<file path="src/rtl/shift_reg_pkg.sv">
// Shared op encoding for the universal shift register family.
package shift_reg_pkg;
  localparam int SHIFT_OP_W = 3;

  typedef enum logic [SHIFT_OP_W-1:0] {
    OP_HOLD  = 3'b000,
    OP_SHL   = 3'b001,
    OP_SHR   = 3'b010,
    OP_ROL   = 3'b011,
    OP_ROR   = 3'b100,
    OP_ASR   = 3'b101,
    OP_LOAD  = 3'b110,
    OP_CLEAR = 3'b111
  } shift_op_e;
endpackage

</file>
<file path="src/rtl/shift_frame_cnt.sv">
// Frame bit counter: counts shift ops, wraps at WIDTH-1 and pulses frame_done
// for one cycle on the wrap. clr has priority over inc.
module shift_frame_cnt #(
  parameter int WIDTH = 8,
  parameter int CNT_W = $clog2(WIDTH)
) (
  input  logic             clk,
  input  logic             rst,
  input  logic             inc,
  input  logic             clr,
  output logic [CNT_W-1:0] bit_cnt,
  output logic             frame_done
);
  localparam logic [CNT_W-1:0] LAST = CNT_W'(WIDTH - 1);

  always_ff @(posedge clk or posedge rst) begin
    if (rst) begin
      bit_cnt    <= '0;
      frame_done <= 1'b0;
    end else if (clr) begin
      bit_cnt    <= '0;
      frame_done <= 1'b0;
    end else if (inc) begin
      if (bit_cnt == LAST) begin
        bit_cnt    <= '0;
        frame_done <= 1'b1;
      end else begin
        bit_cnt    <= bit_cnt + 1'b1;
        frame_done <= 1'b0;
      end
    end else begin
      frame_done <= 1'b0;
    end
  end
endmodule

</file>
<file path="src/rtl/univ_shift_reg.sv">
// Universal shift register: shift/rotate/arith modes, load, clear, frame counter.
// Optional UNIV_SHIFT_REG_PARITY_EN adds a registered XOR-reduce output of q_out.
import shift_reg_pkg::*;

module univ_shift_reg #(
  parameter  int WIDTH = 8,
  localparam int CNT_W = $clog2(WIDTH)
) (
  input  logic                  clk,
  input  logic                  rst,
  input  logic                  en,
  input  logic [SHIFT_OP_W-1:0] op,
  input  logic                  s_in,
  input  logic [WIDTH-1:0]      d_in,
  output logic [WIDTH-1:0]      q_out,
  output logic                  s_out,
  output logic [CNT_W-1:0]      bit_cnt,
  output logic                  frame_done
`ifdef UNIV_SHIFT_REG_PARITY_EN
  ,
  output logic                  parity
`endif
);
  shift_op_e        op_e;
  logic [WIDTH-1:0] q_next;
  logic             s_next;
  logic             counted;
  logic             restart;

  assign op_e = shift_op_e'(op);

  always_comb begin
    q_next  = q_out;
    s_next  = s_out;
    counted = 1'b0;
    restart = 1'b0;
    if (en) begin
      case (op_e)
        OP_SHL:   begin q_next = {q_out[WIDTH-2:0], s_in};        s_next = q_out[WIDTH-1]; counted = 1'b1; end
        OP_SHR:   begin q_next = {s_in, q_out[WIDTH-1:1]};        s_next = q_out[0];       counted = 1'b1; end
        OP_ROL:   begin q_next = {q_out[WIDTH-2:0], q_out[WIDTH-1]}; s_next = q_out[WIDTH-1]; counted = 1'b1; end
        OP_ROR:   begin q_next = {q_out[0], q_out[WIDTH-1:1]};    s_next = q_out[0];       counted = 1'b1; end
        OP_ASR:   begin q_next = {q_out[WIDTH-1], q_out[WIDTH-1:1]}; s_next = q_out[0];    counted = 1'b1; end
        // LOAD leaves s_out alone; CLEAR zeroes it
        OP_LOAD:  begin q_next = d_in; restart = 1'b1; end
        OP_CLEAR: begin q_next = '0; s_next = 1'b0; restart = 1'b1; end
        default:  ;
      endcase
    end
  end

  always_ff @(posedge clk or posedge rst) begin
    if (rst) begin
      q_out <= '0;
      s_out <= 1'b0;
    end else begin
      q_out <= q_next;
      s_out <= s_next;
    end
  end

`ifdef UNIV_SHIFT_REG_PARITY_EN
  always_ff @(posedge clk or posedge rst) begin
    if (rst) parity <= 1'b0;
    else     parity <= ^q_next;
  end
`endif

  shift_frame_cnt #(.WIDTH(WIDTH), .CNT_W(CNT_W)) u_cnt (
    .clk        (clk),
    .rst        (rst),
    .inc        (counted),
    .clr        (restart),
    .bit_cnt    (bit_cnt),
    .frame_done (frame_done)
  );
endmodule

</file>
<file path="config.mk">
export PLATFORM = sky130hd
export DESIGN_NAME = univ_shift_reg
export DESIGN_NICKNAME = d
export VERILOG_FILES = /design/src/rtl/shift_reg_pkg.sv /design/src/rtl/shift_frame_cnt.sv /design/src/rtl/univ_shift_reg.sv
export SDC_FILE = /design/constraint.sdc
export NUM_CORES = 1
export LEC_CHECK = 0
export ABC_AREA = 1
export BUFFER_PORTS_ARGS = -buffer_cell sky130_fd_sc_hd__buf_2
export CAP_MARGIN = 0
export CELL_PAD_IN_SITES_DETAIL_PLACEMENT = 1
export CELL_PAD_IN_SITES_GLOBAL_PLACEMENT = 1
export CORE_MARGIN = 2
export CORE_UTILIZATION = 37
export CTS_BUF_LIST = sky130_fd_sc_hd__clkbuf_8
export DETAILED_ROUTE_END_ITERATION = 16
export PLACE_DENSITY_LB_ADDON = 0.08
export SYNTH_ARGS = -nofsm -noshare
export SYNTH_HDL_FRONTEND = slang
export SYNTH_SLANG_ARGS = --single-unit
</file>
<file path="constraint.sdc">
create_clock -name clk -period 1.6 [get_ports clk]
set_input_delay 0.32 -clock clk [delete_from_list [all_inputs] [get_ports clk]]
set_output_delay 0.32 -clock clk [all_outputs]
set_load 0.01 [all_outputs]
</file>
==> results of run 1 <==
==> state kept, by name, summed over array words and instances (netlist names) <==
register	count
u_cnt.frame_done	1
q_out	8
u_cnt.bit_cnt	3
s_out	1
==> cell families (layout without fill, tap and decap cells) <==
| kind of cell | count (synthesis) | after routing | synth area share |
|---|---|---|---|
| and+or+nand+nor | 85 | 85 | 0.391 |
| DFF | 13 | 13 | 0.336 |
| AOI/OAI and AO/OA | 23 | 23 | 0.137 |
| buffers and inverters | 13 | 48 | 0.0582 |
| adders and majority gates | 6 | 6 | 0.0776 |
==> per-layer routing <==
metal | wire [µm] | up-vias | GRT usage | part of all wire
met5 | 0 | - | 0 | 0
met4 | 16 | 0 | 0.0610 | 0.0057
met3 | 83 | 2 | 0.0323 | 0.029
met2 | 1420 | 17 | 0.371 | 0.50
met1 | 1300 | 511 | 0.276 | 0.46
li1 | - | 523 | - | -
==> area by class of cell <==
class                   count  area [µm²]
well taps                  30        37.5
clock inverters             1        3.75
multi-input cells         114         586
fillers                   360        1260
repair buffers             33         180
inverters                  11        41.3
flip-flops and latches     13         325
clock buffers               3        41.3
==> through the flow <==
stage,setup WS [ns],instances
6_report,0.327,205
5_1_grt,0.191,205
4_1_cts,0.327,205
3_5_place_dp,0.0745,201
2_1_floorplan,0.348,140
3_3_place_gp,0.102,201
==> cell usage in the layout (no fill, tap or decap) <==
| cell type | instances |
|---|---|
| dfrtp_1 | 13 |
| inv_1 | 7 |
| a21boi_1 | 1 |
| nor2_1 | 17 |
| ha_1 | 6 |
| nand2_1 | 47 |
| buf_2 | 27 |
| inv_2 | 5 |
| nand3_1 | 11 |
| buf_4 | 6 |
| a21boi_0 | 6 |
| nor2_4 | 2 |
| clkbuf_8 | 3 |
| nand4_1 | 2 |
| a21oi_1 | 14 |
| nand2_2 | 4 |
| o21ai_0 | 2 |
| nand2_4 | 2 |
==> path summary, 6_finish.rpt <==
path / start / endpoint / slack, ns / cells after the start
worst max-delay path: op[2] / q_out[2] / 0.33 / 7
worst min-delay path: rst / q_out[4] / 0.12 / 2
worst max register to register: u_cnt.bit_cnt[0] / u_cnt.bit_cnt[2] / 0.37 / 4
worst min register to register: s_out / s_out / 0.52 / 2
max in group asynchronous: rst / u_cnt.bit_cnt[0] / 1.11 / 2
min in group clk: d_in[0] / q_out[0] / 0.41 / 5
==> worst register-to-register path, cell delays in order, from the launching register on <==
cell     delay (ns)
dfrtp_1        0.41
ha_1           0.21
ha_1           0.26
o21ai_0        0.17
nor2_1         0.06
==> power breakdown <==
group,internal [W],total [W],switching (W)
sequential,0.000404,0.000482,0.0000782
clock,0.000169,0.000294,0.000124
combinational,0.000172,0.000408,0.000235
total,0.000745,0.00118,0.000438
==> summary.md, run 1 <==
| Metric | Value |
|---|---|
| Outcome | `finished clean` |
| Yosys top cell by area | `dfrtp_1` |
| Synthesized flop and latch total | `13` |
| Cell Area, Placed | `between 0.001 and 0.0015 mm²` |
| Detailed Routing Iterations Pass 1 | `4` |
| Worst-margin pin slew | `about 0.56 ns` |
| Seq/Total Area, Yosys | `0.336` |
| Setup bufs post-CTS | `0` |
| Synth area leaders | `dfrtp_1 34%, nand2_1 18%, ha_1 7.8%, a21oi_1 7.2%, nor2_1 6.6%` |
| Hold Path Class | `in -> async` |
| Number of enable flip-flop cells after synthesis | `0` |
| Synthesis-to-layout area growth | `25.6%` |
| Cells after synthesis | `140` |
| Worst Path Buf+Inv | `3` |
| WP data arrival | `between 1 and 1.5 ns` |
| Startpoint types | `input port` |
| Antenna violations before repair | `0` |
| Total Wirelength | `2820 µm` |
| Nets | `197` |
| Syn_area_per_cell | `6.91 µm²` |
| Pwr/cell area | `974 mW/mm²` |
| Via count | `roughly 1100` |
| Post_cts resized | `0` |
| Design area | `0.00121 mm²` |
| Root buf cell | `clkbuf_8` |
| Gr ovfl total | `0` |
| Yosys warnings | `0` |
| Critical path, cell by cell | `buf_2 > inv_2 > ha_1 > inv_1 > a21boi_0 > nor2_1 > a21oi_1` |
| Full die area | `approximately 0.0030 mm²` |
| Number of global-route vias before repair | `966` |
| Top Ports | `28` |
| Min cycle time layout | `1.27 ns` |
| Sink Count | `13` |
| Relative max-transition margin | `0.625` |
| Slowest Stage Delay on Critical Path | `0.29 ns` |
| Hold Fails Final Rpt | `0` |
| Top-area cell type share of the netlist area | `0.336` |
| Detailed-route wire length per cell | `13.8 µm` |
| HPWL after DPL | `2230 µm` |
| # port buffers | `27` |
| Maxcap violations | `0` |
| Tot GR Track Use | `0.215` |
| Max frequency | `786 MHz` |
| Share of cells above drive strength 1 | `0.280` |
| Die H | `between 50 and 60 µm` |
| Rows | `18` |
| Clk_lat worst skew | `0.24 ns` |
| Diode count | `0` |
| Lkg Pwr | `0.671 nW` |
| Core region area | `about 0.0025 mm²` |
| Vias per inst | `5.14` |
| Cts hold-fix bufs | `0` |
| Crit Path Max Fanout | `13` |
| Setup-failing EPs final | `0` |
| Crit end category | `flop` |
| Die width | `55.1 µm` |
| RSZ-0062 raised after global routing | `false` |
| Initial DRC Count | `9` |
| Clock Skews | `0.00355 ns` |
| CP max-delay cell | `inv_1` |
| Period utilization | `0.796` |
| Clock buffer depth | `2` |
| Largest net degree at the start of global routing | `14` |
| Final Core Density | `0.490` |
| Post-Synthesis Cell Area | `967 µm²` |
| Drt drc | `0` |
| Async set-reset flop share out of synthesis | `1.00` |
| Post-synth top cells | `47 x nand2_1, 17 x nor2_1, 14 x a21oi_1` |
| H-tree Lvls | `1` |
| CTS tree | `yes` |
| Crit-path leading delay family | `buffers and inverters` |
| RePlAce Congestion | `0.800` |
| Total clock buffers created by CTS | `3` |
| Setup CP Type | `in -> reg` |
| Reg clk slew, reported paths | `roughly 0.060 ns` |
| Initial Utilization | `0.390` |
| Primary FF master, synth | `dfrtp_1` |
| Count leader, synth | `nand2_1` |
| Minimum hold slack | `0.121 ns` |
| Critical path data required time | `1.73 ns` |
| Worst VDD drop | `530 µV` |
| Power, Total | `~0.0012 W` |
| Post-Syn Nets | `161` |
| Post-DRT Antenna Nets | `0` |
| Yosys cell types | `17` |
| Total negative slack | `0 ns` |
| Global-route wire length before repair | `4530 µm` |
| Final Max Tran Viols | `0` |
(Power assumes the default switching activity.)
==> run 2, diff against run 1 <==
==> constraint.sdc (replaced) <==
create_clock -name clk -period 1.3 [get_ports clk]
set_input_delay 0.26 -clock clk [delete_from_list [all_inputs] [get_ports clk]]
set_output_delay 0.26 -clock clk [all_outputs]
set_load 0.01 [all_outputs]
==> run 2 against run 1 <==
  * Combinational power up 34%
  * Sequential cell count unchanged
  * Via count about the same
  * Final cell count up 3.4%
  * Critical endpoint is now u_cnt.bit_cnt[2]
  * Largest power group unchanged
==> summary.md, run 2 (synthesized netlist as in run 1, its figures left out) <==
| Metric | Value |
|---|---|
| Placed insts | `207 (was 201)` |
| CTS tree | `yes (unchanged)` |
| Critical path data required time | `1.44 ns (was 1.73 ns)` |
| Min cycle time layout | `around 1.2 ns` |
| Post-route insts no fill | `212 (was 205)` |
| Nets | `204 (was 197)` |
| Switching pwr | `0.000570 W (was 0.000438 W)` |
| Worst Path Buf+Inv | `0 (was 3)` |
| Power, Total | `0.00152 W (was 0.00118 W)` |
| Drt drc | `0 (unchanged)` |
| Relative max-transition margin | `0.632 (was 0.625)` |
| Detailed Routing Iterations Pass 1 | `4 (unchanged)` |
| Die width | `55.1 µm (unchanged)` |
| Via count | `1054 (was 1053)` |
| Most frequent cells in the layout | `47 x nand2_1, 27 x buf_2, 16 x nor2_1 (was 47 x nand2_1, 27 x buf_2, 17 x nor2_1)` |
| Lkg Pwr | `0.709 nW (was 0.671 nW)` |
| WP data arrival | `1.36 ns (was 1.40 ns)` |
| Total negative slack | `0 ns (unchanged)` |
| Vias per inst | `4.97 (was 5.14)` |
| Critical path, cell by cell | `ha_1 > ha_1 > o21ai_1 > nor2_1 (was buf_2 > inv_2 > ha_1 > inv_1 > a21boi_0 > nor2_1 > a21oi_1)` |
| Share of cells above drive strength 1 | `0.319 (was 0.280)` |
| Reg clk slew, reported paths | `0.06 ns (about the same)` |
| Cell Area, Placed | `0.00123 mm² (was 0.00117 mm²)` |
| Worst-margin pin slew | `0.552 ns (was 0.561 ns)` |
| Antenna violations before repair | `0 (unchanged)` |
| Outcome | `finished clean (unchanged)` |
| Setup-failing EPs final | `0 (unchanged)` |
| Post-DRT Antenna Nets | `0 (unchanged)` |
| Total clock buffers created by CTS | `3 (unchanged)` |
| Crit-path leading delay family | `adder cells (was buffers and inverters)` |
| # port buffers | `27 (unchanged)` |
| Initial Utilization | `0.390 (unchanged)` |
| Worst VDD drop | `817 µV (was 530 µV)` |
| Period utilization | `0.939` |
| R2R Setup Slk | `0.08 ns (was 0.37 ns)` |
| Logic pwr share | `0.359 (was 0.344)` |
| Global-route wire length before repair | `4750 µm (was 4530 µm)` |
| Slowest Stage Delay on Critical Path | `0.41 ns (was 0.29 ns)` |
| Sink Count | `13 (unchanged)` |
| Setup CP Type | `reg -> reg (was in -> reg)` |
| Pwr/cell area | `1180 mW/mm² (was 974 mW/mm²)` |
| Clk_lat worst skew | `0.25 ns (was 0.24 ns)` |
| Crit end category | `flop (unchanged)` |
| Tot GR Track Use | `0.226 (was 0.215)` |
| Number of global-route vias before repair | `1035 (was 966)` |
| Detailed-route wire length per cell | `14.0 µm (was 13.8 µm)` |
| Max reg flops | `8 (unchanged)` |
| Max frequency | `~820 MHz` |
| HPWL after DPL | `2310 µm (was 2230 µm)` |
| Core region area | `0.00248 mm² (unchanged)` |
| Clock power share | `0.253 (was 0.248)` |
| Final Max Tran Viols | `0 (unchanged)` |
| Clock Skews | `0.00218 ns (was 0.00355 ns)` |
| Largest register by flop count | `q_out (unchanged)` |
| Cts hold-fix bufs | `0 (unchanged)` |
| Largest net degree at the start of global routing | `14 (unchanged)` |
| Internal power | `0.000951 W (was 0.000745 W)` |
| CP dominant cell by count | `ha_1` |
| Top Registers | `q_out (8), u_cnt.bit_cnt (3) (unchanged)` |
| Die H | `55.1 µm (unchanged)` |
| Sequential fraction of design power | `0.388 (was 0.407)` |
| Clock buffer depth | `2 (unchanged)` |
| Diode count | `0 (unchanged)` |
| CP max-delay cell | `dfrtp_1 (was inv_1)` |
| Hold Fails Final Rpt | `0 (unchanged)` |
| RePlAce Congestion | `0.813 (was 0.800)` |
| H-tree Lvls | `1 (unchanged)` |
| Full die area | `0.00304 mm² (unchanged)` |
| Maxcap violations | `0 (unchanged)` |
| Synthesis-to-layout area growth | `32.7% (was 25.6%)` |
| Commonest non-fill, non-tap cell in the layout | `nand2_1 (unchanged)` |
| Hold Path Class | `in -> async (unchanged)` |
| Top Ports | `28 (unchanged)` |
| Startpoint types | `flop (was input port)` |
| Total Wirelength | `2980 µm (was 2820 µm)` |
| Design area | `0.00128 mm² (was 0.00121 mm²)` |
| Root buf cell | `clkbuf_8 (unchanged)` |
| Net Sw Frac | `0.375 (was 0.370)` |
| Gr ovfl total | `0 (unchanged)` |
| Crit Path Max Fanout | `4 (was 13)` |
| Rows | `18 (unchanged)` |
| Initial DRC Count | `11 (was 9)` |
## run 2: changes by cell type in the layout (fill, tap and decap cells not counted)
cell,change
o21ai_1,+1
clkinv_2,+1
buf_4,+6
inv_1,-1
nor2_2,+1
nor2_1,-1
buf_12,+1
o21ai_0,-1
## run 2: routing by layer
metal  track usage  vias to the layer above  wire length [µm]
li1              -                      538                 -
met3        0.0323                        4                85
met1         0.282                      493              1400
met5             0                        -                 0
met2         0.385                       19              1440
met4        0.0976                        0                48
## run 2: worst paths after layout
path / start / to / cells past startpoint
setup / recovery: u_cnt.bit_cnt[0] / u_cnt.bit_cnt[2] / 4
hold / removal: rst / u_cnt.bit_cnt[2] / 2
setup reg to reg: u_cnt.bit_cnt[0] / u_cnt.bit_cnt[2] / 4
hold reg to reg: s_out / s_out / 2
max in group asynchronous: rst / q_out[7] / 2
min in group clk: d_in[2] / q_out[2] / 5
## run 2: what timing repair did
| item | CTS | global route |
|---|---|---|
| setup endpoints to repair | 0 | 9 |
| setup buffers | 0 | 1 |
| resized for setup | 0 | 2 |
## run 2: power groups by stage
stage | clock network (W) | registers, W | logic [W]
5_1_grt | 0.000403 | 0.000607 | 0.000628
6_report | 0.000385 | 0.000590 | 0.000546
3_3_place_gp | 0 | 0.000591 | 0.000505
4_1_cts | 0.000384 | 0.000592 | 0.000539
2_1_floorplan | 0 | 0.000622 | 0.000261
3_5_place_dp | 0 | 0.000598 | 0.000529
## run 2: layout make-up
type / instances / area [µm²]
timing repair buffer: 40 / 245
clock inverter: 1 / 5.00
multi-input combinational: 114 / 588
sequential: 13 / 325
clock buffer: 3 / 41.3
inverter: 11 / 41.3
tap: 30 / 37.5
fill: 343 / 1190
## run 2: stage by stage
stage	util	worst slack (ns)	hold WS [ns]
final	0.518	0.0788	0.0451
after CTS	0.514	0.0276	0.0606
after global placement	0.495	-0.0901	0.326
after global routing	0.518	-0.000968	0.0744
after detailed placement	0.495	-0.203	0.332
after floorplan	-	0.108	0.137
==> run 3, diff against run 2 <==
--- a/config.mk
+++ b/config.mk
@@ -8,10 +8,8 @@
 export ABC_AREA = 1
 export BUFFER_PORTS_ARGS = -buffer_cell sky130_fd_sc_hd__buf_2
 export CAP_MARGIN = 0
-export CELL_PAD_IN_SITES_DETAIL_PLACEMENT = 1
-export CELL_PAD_IN_SITES_GLOBAL_PLACEMENT = 1
 export CORE_MARGIN = 2
-export CORE_UTILIZATION = 37
+export CORE_UTILIZATION = 38
 export CTS_BUF_LIST = sky130_fd_sc_hd__clkbuf_8
 export DETAILED_ROUTE_END_ITERATION = 16
 export PLACE_DENSITY_LB_ADDON = 0.08
==> run 3 against run 2 <==
  * Clock power shrank 6.0%
  * Power down 3.4%
  * Sequential cell count did not move
  * Final cell count fell by 0.47%
  * Critical endpoint unchanged
  * Largest cell class unchanged
  * Largest power group unchanged
  * Highest routed layer unchanged
==> summary.md, run 3 (synthesized netlist as in run 1, its figures left out) <==
| Metric | Value |
|---|---|
| Worst R2R End | `u_cnt.bit_cnt[2] (unchanged)` |
| Gr ovfl total | `0 (unchanged)` |
| Placed insts | `207 (unchanged)` |
| Detailed Routing Iterations Pass 1 | `4 (unchanged)` |
| Worst setup path start | `u_cnt.bit_cnt[0] (unchanged)` |
| Final Max Tran Viols | `0 (unchanged)` |
| Root buf cell | `clkbuf_8 (unchanged)` |
| Final WS setup | `0.122 ns (was 0.0788 ns)` |
| Clock buffer depth | `2 (unchanged)` |
| Sequential fraction of design power | `0.400 (was 0.388)` |
| Largest net degree at the start of global routing | `14 (unchanged)` |
| Detailed-route wire length per cell | `11.8 µm (was 14.0 µm)` |
| Crit-path leading delay family | `adder cells (unchanged)` |
| Top Ports | `28 (unchanged)` |
| Die H | `54.5 µm (was 55.1 µm)` |
| Nets | `203 (was 204)` |
| Outcome | `finished clean (unchanged)` |
| Maxcap violations | `0 (unchanged)` |
| Pwr/cell area | `1150 mW/mm² (was 1180 mW/mm²)` |
| Total Wirelength | `2500 µm (was 2980 µm)` |
| Crit end category | `flop (unchanged)` |
| Max frequency | `849 MHz (was 819 MHz)` |
| Most frequent cells in the layout | `47 x nand2_1, 27 x buf_2, 16 x nor2_1 (unchanged)` |
| Logic pwr share | `0.353 (was 0.359)` |
| Cell Area, Placed | `0.00123 mm² (unchanged)` |
| Post-DRT Antenna Nets | `0 (unchanged)` |
| Lkg Pwr | `0.705 nW (was 0.709 nW)` |
| Worst Setup Slack post-DPL | `-0.157 ns (was -0.203 ns)` |
| HPWL after DPL | `1950 µm (was 2310 µm)` |
| H-tree Lvls | `1 (unchanged)` |
| Die width | `54.5 µm (was 55.1 µm)` |
| Total clock buffers created by CTS | `3 (unchanged)` |
| Share of cells above drive strength 1 | `0.320 (was 0.319)` |
| Setup-failing EPs final | `0 (unchanged)` |
| Initial Utilization | `0.394 (was 0.390)` |
| Worst-margin pin slew | `0.521 ns (was 0.552 ns)` |
| Initial DRC Count | `23 (was 11)` |
| Setup CP Type | `reg -> reg (unchanged)` |
| Clock power share | `0.246 (was 0.253)` |
| Drt drc | `0 (unchanged)` |
| CP max-delay cell | `dfrtp_1 (unchanged)` |
| Sink Count | `13 (unchanged)` |
| Synthesis-to-layout area growth | `32.3% (was 32.7%)` |
| Rows | `18 (unchanged)` |
| Largest register by flop count | `q_out (unchanged)` |
| Worst Path Buf+Inv | `0 (unchanged)` |
| Global-route wire length before repair | `4130 µm (was 4750 µm)` |
| RR Startpoint | `u_cnt.bit_cnt[0] (unchanged)` |
| Reg clk slew, reported paths | `0.06 ns (about the same)` |
| Number of global-route vias before repair | `945 (was 1035)` |
| Tot GR Track Use | `0.196 (was 0.226)` |
| Period utilization | `0.906 (was 0.939)` |
| Post-route insts no fill | `211 (was 212)` |
| Worst VDD drop | `807 µV (was 817 µV)` |
| Diode count | `0 (unchanged)` |
| Cts hold-fix bufs | `0 (unchanged)` |
| CP dominant cell by count | `ha_1 (unchanged)` |
| Top Registers | `q_out (8), u_cnt.bit_cnt (3) (unchanged)` |
| RSZ-0062 raised after global routing | `false` |
| Commonest non-fill, non-tap cell in the layout | `nand2_1 (unchanged)` |
| Core region area | `0.00245 mm² (was 0.00248 mm²)` |
| Worst Reg-to-Reg Cells | `4 (unchanged)` |
| # port buffers | `27 (unchanged)` |
| Critical path, cell by cell | `ha_1 > ha_1 > o21ai_1 > nor2_1 (unchanged)` |
| CTS tree | `yes (unchanged)` |
| Internal power | `0.000939 W (was 0.000951 W)` |
| R2R Setup Slk | `0.12 ns (was 0.08 ns)` |
| Via count | `1066 (was 1054)` |
| RePlAce Congestion | `0.778 (was 0.813)` |
| Clk_lat worst skew | `0.24 ns (was 0.25 ns)` |
| WP data arrival | `1.31 ns (was 1.36 ns)` |
| Critical path data required time | `1.44 ns (about the same)` |
| CP Depth | `4 (unchanged)` |
| Net Sw Frac | `0.361 (was 0.375)` |
| Hold Fails Final Rpt | `0 (unchanged)` |
| Slowest Stage Delay on Critical Path | `0.41 ns (about the same)` |
| Crit Path Max Fanout | `4 (unchanged)` |
| Worst setup path endpoint | `u_cnt.bit_cnt[2] (unchanged)` |
| Hold Path Class | `in -> async (unchanged)` |
| Max reg flops | `8 (unchanged)` |
| Design area | `0.00128 mm² (about the same)` |
| Relative max-transition margin | `0.652 (was 0.632)` |
| Antenna violations before repair | `0 (unchanged)` |
| Switching pwr | `0.000530 W (was 0.000570 W)` |
| Vias per inst | `5.05 (was 4.97)` |
| Min cycle time layout | `1.18 ns (was 1.22 ns)` |
| Clock Skews | `0.00438 ns (was 0.00218 ns)` |
| Startpoint types | `flop (unchanged)` |
| Full die area | `0.00296 mm² (was 0.00304 mm²)` |
## run 3: cell count changes in the layout (fill, tap and decap cells not counted)
cell,previous run,this run
a21oi_1,14,13
a21oi_2,0,1
buf_4,12,11
## run 3: worst min path at each step
stage               cells after the start  slack [ns]          endpoint
floorplan                               1        0.14          q_out[0]
global placement                        2        0.32  u_cnt.bit_cnt[1]
detailed placement                      2        0.33  u_cnt.bit_cnt[1]
CTS                                     2        0.06  u_cnt.bit_cnt[1]
global route                            2        0.08  u_cnt.bit_cnt[1]
finish                                  2        0.04  u_cnt.bit_cnt[1]
## run 3: area by class of cell
type / instances / area [µm²]
Sequential cell: 13 / 325
Clock inverter: 1 / 5.00
Timing Repair Buffer: 39 / 238
Tap cell: 30 / 37.5
Multi-Input combinational cell: 114 / 592
Fill cell: 267 / 1170
Clock buffer: 3 / 41.3
Inverter: 11 / 41.3
## run 3: worst register-to-register path, delay by kind of cell, from the launching register on
kind,cells,cell delay [ns]
simple gates,1,0.05
fa+ha+maj,2,0.48
flops,1,0.41
compound gates,1,0.13
## run 3: routing by layer
layer / track usage / vias to the layer above / part of all wire
met2: 0.303 / 33 / 0.47
met5: 0 / - / 0
met4: 0.0750 / 0 / 0.011
li1: - / 535 / -
met3: 0.0328 / 4 / 0.044
met1: 0.271 / 494 / 0.47
## run 3: repair_timing
action	in CTS	in global routing
gates resized for setup	0	3
setup endpoints to repair	0	8
setup buffers	0	0
## run 3: power groups by stage
stage	sequential (W)	clock, W	combinational (W)
detailed placement	0.000594	0	0.000516
floorplan	0.000622	0	0.000261
CTS	0.000587	0.000372	0.000520
global route	0.000599	0.000391	0.000595
finish	0.000588	0.000362	0.000519
global placement	0.000590	0	0.000506
## run 3: stage by stage
step	util	hold WS, ns	TNS (ns)	total power [W]
after floorplan	-	0.137	0	0.000883
after global routing	0.521	0.0816	0	0.00159
after detailed placement	0.500	0.331	-1.04	0.00111
after CTS	0.519	0.0640	0	0.00148
final	0.521	0.0399	0	0.00147
after global placement	0.500	0.320	-0.642	0.00110
